===== config.mk =====
export PLATFORM = sky130hd
export DESIGN_NAME = comp_arbiter
export DESIGN_NICKNAME = d
export VERILOG_FILES = /design/src/rtl/comp_arbiter_pkg.sv /design/src/rtl/fp_lt_cmp.sv /design/src/rtl/comp_arbiter.sv
export SDC_FILE = /design/constraint.sdc
export NUM_CORES = 1
export LEC_CHECK = 0
export CORE_ASPECT_RATIO = 0.6
export CORE_MARGIN = 2
export CORE_UTILIZATION = 34
export CTS_BUF_LIST = sky130_fd_sc_hd__clkbuf_8
export CTS_CLUSTER_SIZE = 10
export DETAILED_ROUTE_END_ITERATION = 16
export GPL_TIMING_DRIVEN = 0
export PLACE_DENSITY_LB_ADDON = 0.05
export SLEW_MARGIN = 20
export SYNTH_ARGS = -nofsm -noshare
export SYNTH_HDL_FRONTEND = slang
export SYNTH_HIERARCHICAL = 1
export SYNTH_SLANG_ARGS = --single-unit

===== constraint.sdc =====
create_clock -name clk -period 2.2 [get_ports clk]
set_input_delay 0.44 -clock clk [delete_from_list [all_inputs] [get_ports clk]]
set_output_delay 0.44 -clock clk [all_outputs]
set_load 0.02 [all_outputs]

===== src/rtl/comp_arbiter_pkg.sv =====
// Shared constants and pipeline-entry type for the comp_arbiter threshold compare block.
package comp_arbiter_pkg;

    localparam logic [31:0] FP_ONE      = 32'h3F800000;
    localparam logic [31:0] FP_ZERO     = 32'h00000000;
    localparam logic [31:0] BIN_DEFAULT = 32'h3E800006;
    localparam int          ID_W        = 3;

    typedef struct packed {
        logic            valid;
        logic [ID_W-1:0] id;
        logic [31:0]     data;
    } pipe_entry_t;

    function automatic logic [15:0] sat_inc(input logic [15:0] v);
        return (v == 16'hFFFF) ? v : v + 16'd1;
    endfunction

endpackage


===== src/rtl/fp_lt_cmp.sv =====
// Combinational float threshold compare: lt = sign(operand - BIN); Inf/NaN operands never compare low.
module fp_lt_cmp
    import comp_arbiter_pkg::*;
#(
    parameter logic [31:0] BIN = BIN_DEFAULT
) (
    input  logic [31:0] operand,
    output logic        lt
);

    localparam logic        B_NEG = BIN[31];
    localparam logic [30:0] B_MAG = BIN[30:0];

    logic        a_neg;
    logic [30:0] a_mag;
    logic        a_special;

    assign a_neg     = operand[31];
    assign a_mag     = operand[30:0];
    assign a_special = (operand[30:23] == 8'hFF);

    // Sign-magnitude ordering gives the exact sign of the difference; +0 and -0 are equal.
    always_comb begin
        lt = 1'b0;
        if (!a_special) begin
            case ({a_neg, B_NEG})
                2'b00:   lt = (a_mag < B_MAG);
                2'b01:   lt = 1'b0;
                2'b10:   lt = !((a_mag == 31'd0) && (B_MAG == 31'd0));
                default: lt = (a_mag > B_MAG);
            endcase
        end
    end

endmodule


===== src/rtl/comp_arbiter.sv =====
// Round-robin arbiter feeding a shared 2-stage float threshold comparator with one-hot responses.
// Optional statistics counters (hit_cnt, op_cnt) are built when COMP_ARB_STATS_EN is defined.
module comp_arbiter
    import comp_arbiter_pkg::*;
#(
    parameter int          NUM_REQ = 4,
    parameter logic [31:0] BIN     = BIN_DEFAULT
) (
    input  logic                   clk,
    input  logic                   rst_n,
    input  logic                   en,
    input  logic [NUM_REQ-1:0]     req_valid,
    input  logic [NUM_REQ*32-1:0]  req_data,
    output logic [NUM_REQ-1:0]     req_ready,
    output logic [NUM_REQ-1:0]     rsp_valid,
    output logic [31:0]            rsp_data,
    output logic                   busy
`ifdef COMP_ARB_STATS_EN
    ,
    output logic [15:0]            hit_cnt,
    output logic [15:0]            op_cnt
`endif
);

    logic [ID_W-1:0]    last_grant;
    logic [ID_W-1:0]    grant_id;
    logic [ID_W-1:0]    hi_id;
    logic [ID_W-1:0]    lo_id;
    logic               hi_found;
    logic               lo_found;
    logic               grant_any;
    logic [31:0]        grant_data;
    logic               s1_lt;
    logic [NUM_REQ-1:0] rsp_valid_next;
    pipe_entry_t        s1_reg;
    pipe_entry_t        s2_reg;

    // Lowest valid index above the pointer wins; otherwise wrap to the lowest valid index.
    always_comb begin
        hi_found = 1'b0;
        lo_found = 1'b0;
        hi_id    = '0;
        lo_id    = '0;
        for (int i = NUM_REQ - 1; i >= 0; i--) begin
            if (req_valid[i]) begin
                lo_found = 1'b1;
                lo_id    = ID_W'(i);
                if (ID_W'(i) > last_grant) begin
                    hi_found = 1'b1;
                    hi_id    = ID_W'(i);
                end
            end
        end
        grant_any = en && lo_found;
        grant_id  = hi_found ? hi_id : lo_id;
    end

    always_comb begin
        req_ready      = '0;
        rsp_valid_next = '0;
        grant_data     = '0;
        for (int i = 0; i < NUM_REQ; i++) begin
            req_ready[i]      = grant_any && (ID_W'(i) == grant_id);
            rsp_valid_next[i] = s2_reg.valid && (ID_W'(i) == s2_reg.id);
            if (ID_W'(i) == grant_id) begin
                grant_data = req_data[32*i +: 32];
            end
        end
    end

    fp_lt_cmp #(.BIN(BIN)) u_cmp (
        .operand (s1_reg.data),
        .lt      (s1_lt)
    );

    always_ff @(posedge clk or negedge rst_n) begin
        if (!rst_n) begin
            last_grant <= ID_W'(NUM_REQ - 1);
            s1_reg     <= '0;
            s2_reg     <= '0;
            rsp_valid  <= '0;
            rsp_data   <= FP_ZERO;
        end else begin
            if (grant_any) begin
                last_grant <= grant_id;
            end
            s1_reg    <= '{valid: grant_any, id: grant_id, data: grant_data};
            s2_reg    <= '{valid: s1_reg.valid, id: s1_reg.id, data: (s1_lt ? FP_ONE : FP_ZERO)};
            rsp_valid <= rsp_valid_next;
            rsp_data  <= s2_reg.valid ? s2_reg.data : FP_ZERO;
        end
    end

    assign busy = s1_reg.valid || s2_reg.valid || (|rsp_valid);

`ifdef COMP_ARB_STATS_EN
    // Counters advance on the same edge that presents the response.
    always_ff @(posedge clk or negedge rst_n) begin
        if (!rst_n) begin
            hit_cnt <= '0;
            op_cnt  <= '0;
        end else if (s2_reg.valid) begin
            op_cnt <= sat_inc(op_cnt);
            if (s2_reg.data == FP_ONE) begin
                hit_cnt <= sat_inc(hit_cnt);
            end
        end
    end
`endif

endmodule


[Word level (Yosys, flattened, before mapping)]
Index checks and enable logic that the tools add are counted.
Word-level totals
  bits of input ports: 135
  logic and storage cells: 69
  flip-flop bits (word level): 109
  output and inout bits: 41
Cells by class
  equality and inequality tests: 7
  multiplexer cells: 33
  bitwise logic cells: 1
  $lt $le $gt $ge: 5
  reductions and logical operators: 14
Operators by type and width (count)
  32-bit 2-to-1 mux: 4
  30-bit 2-to-1 mux: 2
  3-bit 2-to-1 mux: 11
  31-bit by 30-bit less-than comparator with 1-bit output, second input constant: 1
  1-bit 2-to-1 mux: 13
  2-bit by 3-bit == test with 1-bit output, first input constant: 4
  1-bit logical AND: 9
  8-bit == test, second input constant: 1
  1-bit by 3-bit == test with 1-bit output, first input constant: 2
  1-bit by 3-bit > comparator with 1-bit output, first input constant: 2
  2-bit by 3-bit > comparator with 1-bit output, first input constant: 2
  3-bit logical NOT: 2
  2-bit 2-to-1 mux: 2
  4-bit OR reduction: 1
  1-bit logical OR: 2
  1-bit case mux with 2 select lines: 1
  1-bit inverter: 1

[Logic depth before layout (Yosys ltp)]
  depth in word-level cells: 15
  gate-level depth with buffers: 7
  depth with buffers taken out: 5

[Modules after synthesis]
The synthesis kept the hierarchy.
Modules (own cells, without submodules)
  comp_arbiter: cells each 318, instances 1, area an instance 2935.3 um2, seq. area each 1153.6 um2
  fp_lt_cmp: cells each 15, instances 1, area an instance 118.9 um2, seq. area each 0.0 um2

[Worst setup path before layout]
Ideal clock, no wire load.
  kind: register to output
  from: register last_grant[1]
  to: output req_ready[0]
  path buffers: 1
  path slack: -52 ps
  data required time: 1760 ps
  arrival: 1812 ps
  stages on the path, launching flop included: 7
  cell sequence: dfstp_2 > buf_2 > mux2i_1 > o22ai_1 > nor2_1 > inv_1 > nor3_1
On the way
  word-level cells in the longest chain between the ends: 12
  elaborated cells between the ends (all ways): 23
  those cells by class: order compare (4); mux (17); reduce/logical (2)
RTL lines
  start: declaration: RTL line comp_arbiter.sv:25  | logic [ID_W-1:0] last_grant;
  start signal: assignment: RTL line comp_arbiter.sv:78  | last_grant <= ID_W'(NUM_REQ - 1);
  start signal: assignment: RTL line comp_arbiter.sv:85  | last_grant <= grant_id;
  2-bit by 3-bit > comparator with 1-bit output: RTL line comp_arbiter.sv:48  | if (ID_W'(i) > last_grant) begin
  2-bit 2-to-1 mux or 1-bit 2-to-1 mux (tied branches): RTL line comp_arbiter.sv:48
  3-bit 2-to-1 mux or 1-bit 2-to-1 mux (tied branches): RTL line comp_arbiter.sv:45  | if (req_valid[i]) begin
  3-bit 2-to-1 mux or 1-bit 2-to-1 mux (tied branches): RTL line comp_arbiter.sv:48
  3-bit 2-to-1 mux or 1-bit 2-to-1 mux (tied branches): RTL line comp_arbiter.sv:45
  3-bit 2-to-1 mux or 1-bit 2-to-1 mux (tied branches): RTL line comp_arbiter.sv:48
  3-bit 2-to-1 mux or 1-bit 2-to-1 mux (tied branches): RTL line comp_arbiter.sv:45
  3-bit 2-to-1 mux or 1-bit 2-to-1 mux (tied branches): RTL line comp_arbiter.sv:48
  3-bit 2-to-1 mux or 1-bit 2-to-1 mux (tied branches): RTL line comp_arbiter.sv:45
  3-bit 2-to-1 mux (*): RTL line comp_arbiter.sv:55  | grant_id = hi_found ? hi_id : lo_id;
  via grant_id[0]: RTL line comp_arbiter.sv:26  | logic [ID_W-1:0] grant_id;
  3-bit logical NOT (*): RTL line comp_arbiter.sv:63  | req_ready[i] = grant_any && (ID_W'(i) == grant_id);
  1-bit logical AND (*): RTL line comp_arbiter.sv:63
  end: declaration: RTL line comp_arbiter.sv:14  | output logic [NUM_REQ-1:0] req_ready,
The timed path passes the listed nets; every way through them passes the cells marked *.

[Worst setup path after layout]
Ends and elaborated chain as after synthesis.

==> impl_metrics.tcl <==
set metrics [dict create \
    wirelength_mm 11.2 \
    final_common_cell "clkdlybuf4s50_1" \
    core_region_area_um2 8520 \
    numPortBuffers 146 \
    power_leakage_nw 1.95 \
    cts_tree "done" \
    cts_max_level 2 \
    drc 0 \
    wl_per_cell_um 17.9 \
    numCtsBuffers 5 \
    layout-drive-gt1-share_pct 19.6 \
    rows 26 \
    fp.dieH_um 76.7 \
    initial_core_util_pct 35.1 \
    cap_violations 0 \
    comb_power_share_pct 47.3 \
    grt_pass1_vias 3399 \
    stdcell_area_um2 4990 \
    n_antenna_cell 0 \
    setup_viol 4 \
    vias_per_cell 5.54 \
    swShare_pct 36.6 \
    die_w_um 125 \
    power_mw 3.49 \
    place_ws_ps -901 \
    antenna_found_initial 0 \
    drt_iter0_drc 210 \
    sequentialPowerShare_pct 34.0 \
    layout.cells.non_filler 627 \
    grt_usage_pct 23.2 \
    syn-cell-area_um2 2990 \
    clock_latency_ps 290 \
    timing.fmax_mhz 445 \
    dp.final_hpwl_mm 8.14 \
    largest_register_ffs 34 \
    ant_nets 0 \
    cts_hold_buffers 0 \
    worstMarginPinSlew_ps 575 \
    cts.sinks 45 \
    fin_ws_ps -49.6 \
    fin_nets 649 \
    clkSlewWorstSetupHoldPaths_ps 80 \
    layout_common_cells "clkdlybuf4s50_1, o21ai_0, buf_4" \
    place_congestion 0.841 \
    crit_path_end_kind "output pin" \
    irDropWorstVdd_uv 349 \
    relSlewSlack_pct 61.5 \
    io_pins 176 \
    violations "negative setup slack" \
    syn_to_final_growth_pct 66.8 \
    grt_start_max_net_pins 26 \
    grt_overflow 0 \
    power_switching_mw 1.28 \
    worst_hold_slack_ps 105 \
    startpoint_type "register" \
    vias 3475 \
    power_density_nw_per_um2 699 \
    required_ps 1760 \
    fillers 765 \
    finClkSkew_ps 4.93 \
    dp.cells 610 \
    status "complete, but fails checks" \
    first_pass_iters 5 \
    cp_max_fo 5 \
    synthCells 327 \
    rsz0062_at_grt "yes" \
    yosys_warnings 6 \
    post-route-period-util_pct 102 \
    cts-root-buf "clkbuf_8" \
    reg2regPathDepth 7 \
    avgSynthCellArea_um2 9.16 \
    clk_path_buf_depth 2 \
    p_int_mw 2.21 \
    power.clock.fraction_pct 18.7 \
    die_area_um2 9600 \
    hold_class "in2async" \
    drv_slew 0 \
    grt_pass1_wl_mm 18.0 \
    placed_area_um2 4710 \
    worst_ep_arrival_time_ps 1810 \
    finalHoldViolCount 0 \
    worst-setup-path-type "reg2out" \
    post-route-min-period_ps 2250 \
]
final timing paths:
check / start / endpoint / slack [ps]
max: last_grant[1] / req_ready[0] / -50
min reg2reg: s1_reg[33] / s2_reg[33] / 360
max reg2reg: last_grant[1] / s1_reg[12] / 90
min in group clk: s1_reg[33] / s2_reg[33] / 360
max in group asynchronous: rst_n / last_grant[1] / 1530
min: rst_n / s2_reg[33] / 100
area by class of cell:
cell class / instances / area [µm²] / area share [%]
tap: 112 / 140 / 2.81
timing repair buffer: 157 / 1550 / 31.1
sequential: 45 / 1130 / 22.6
clock buffer: 6 / 82.6 / 1.65
buffer: 70 / 420 / 8.42
multi-input combinational: 231 / 1620 / 32.4
inverter: 4 / 15.0 / 0.301
clock inverter: 2 / 37.5 / 0.752
what timing repair did:
| action | CTS | global route |
|---|---|---|
| setup endpoints to repair | 4 | 5 |
| resized for setup | 52 | 4 |
| pin swaps | 9 | 0 |
| buffers inserted | 9 | 1 |
| hold endpoints to repair | 0 | 0 |
| cloned | 0 | 0 |
per-layer routing:
metal | vias up | GRT usage (%) | share of wire [%]
met4 | 0 | 4.78 | 0.84
met1 | 1618 | 35.3 | 47
met3 | 9 | 7.05 | 11
met5 | - | 0 | 0
li1 | 1626 | - | -
met2 | 222 | 32.1 | 40
critical path, stage by stage, from the launching register on:
cell and delay, ps:
dfstp_2 620, mux2i_4 300, o22ai_4 120, nor2_4 110
inv_2 60, nor3_2 150, buf_4 160
per-stage QoR:
step                util [%]  TNS (ps)
floorplan                  -     -66.4
global placement        55.0    -26890
detailed placement      55.2     -8270
CTS                     58.3     -81.2
global route            58.6      -569
finish                  58.6      -167
power by group through the flow:
stage | Sequential [mW] | Clock [mW] | Combinational [mW]
after floorplan | 1.17 | 0 | 0.906
after global placement | 1.18 | 0 | 1.51
after detailed placement | 1.19 | 0 | 1.53
after CTS | 1.18 | 0.655 | 1.61
after global routing | 1.21 | 0.709 | 1.79
final | 1.19 | 0.652 | 1.65
(Power assumes the default switching activity.)
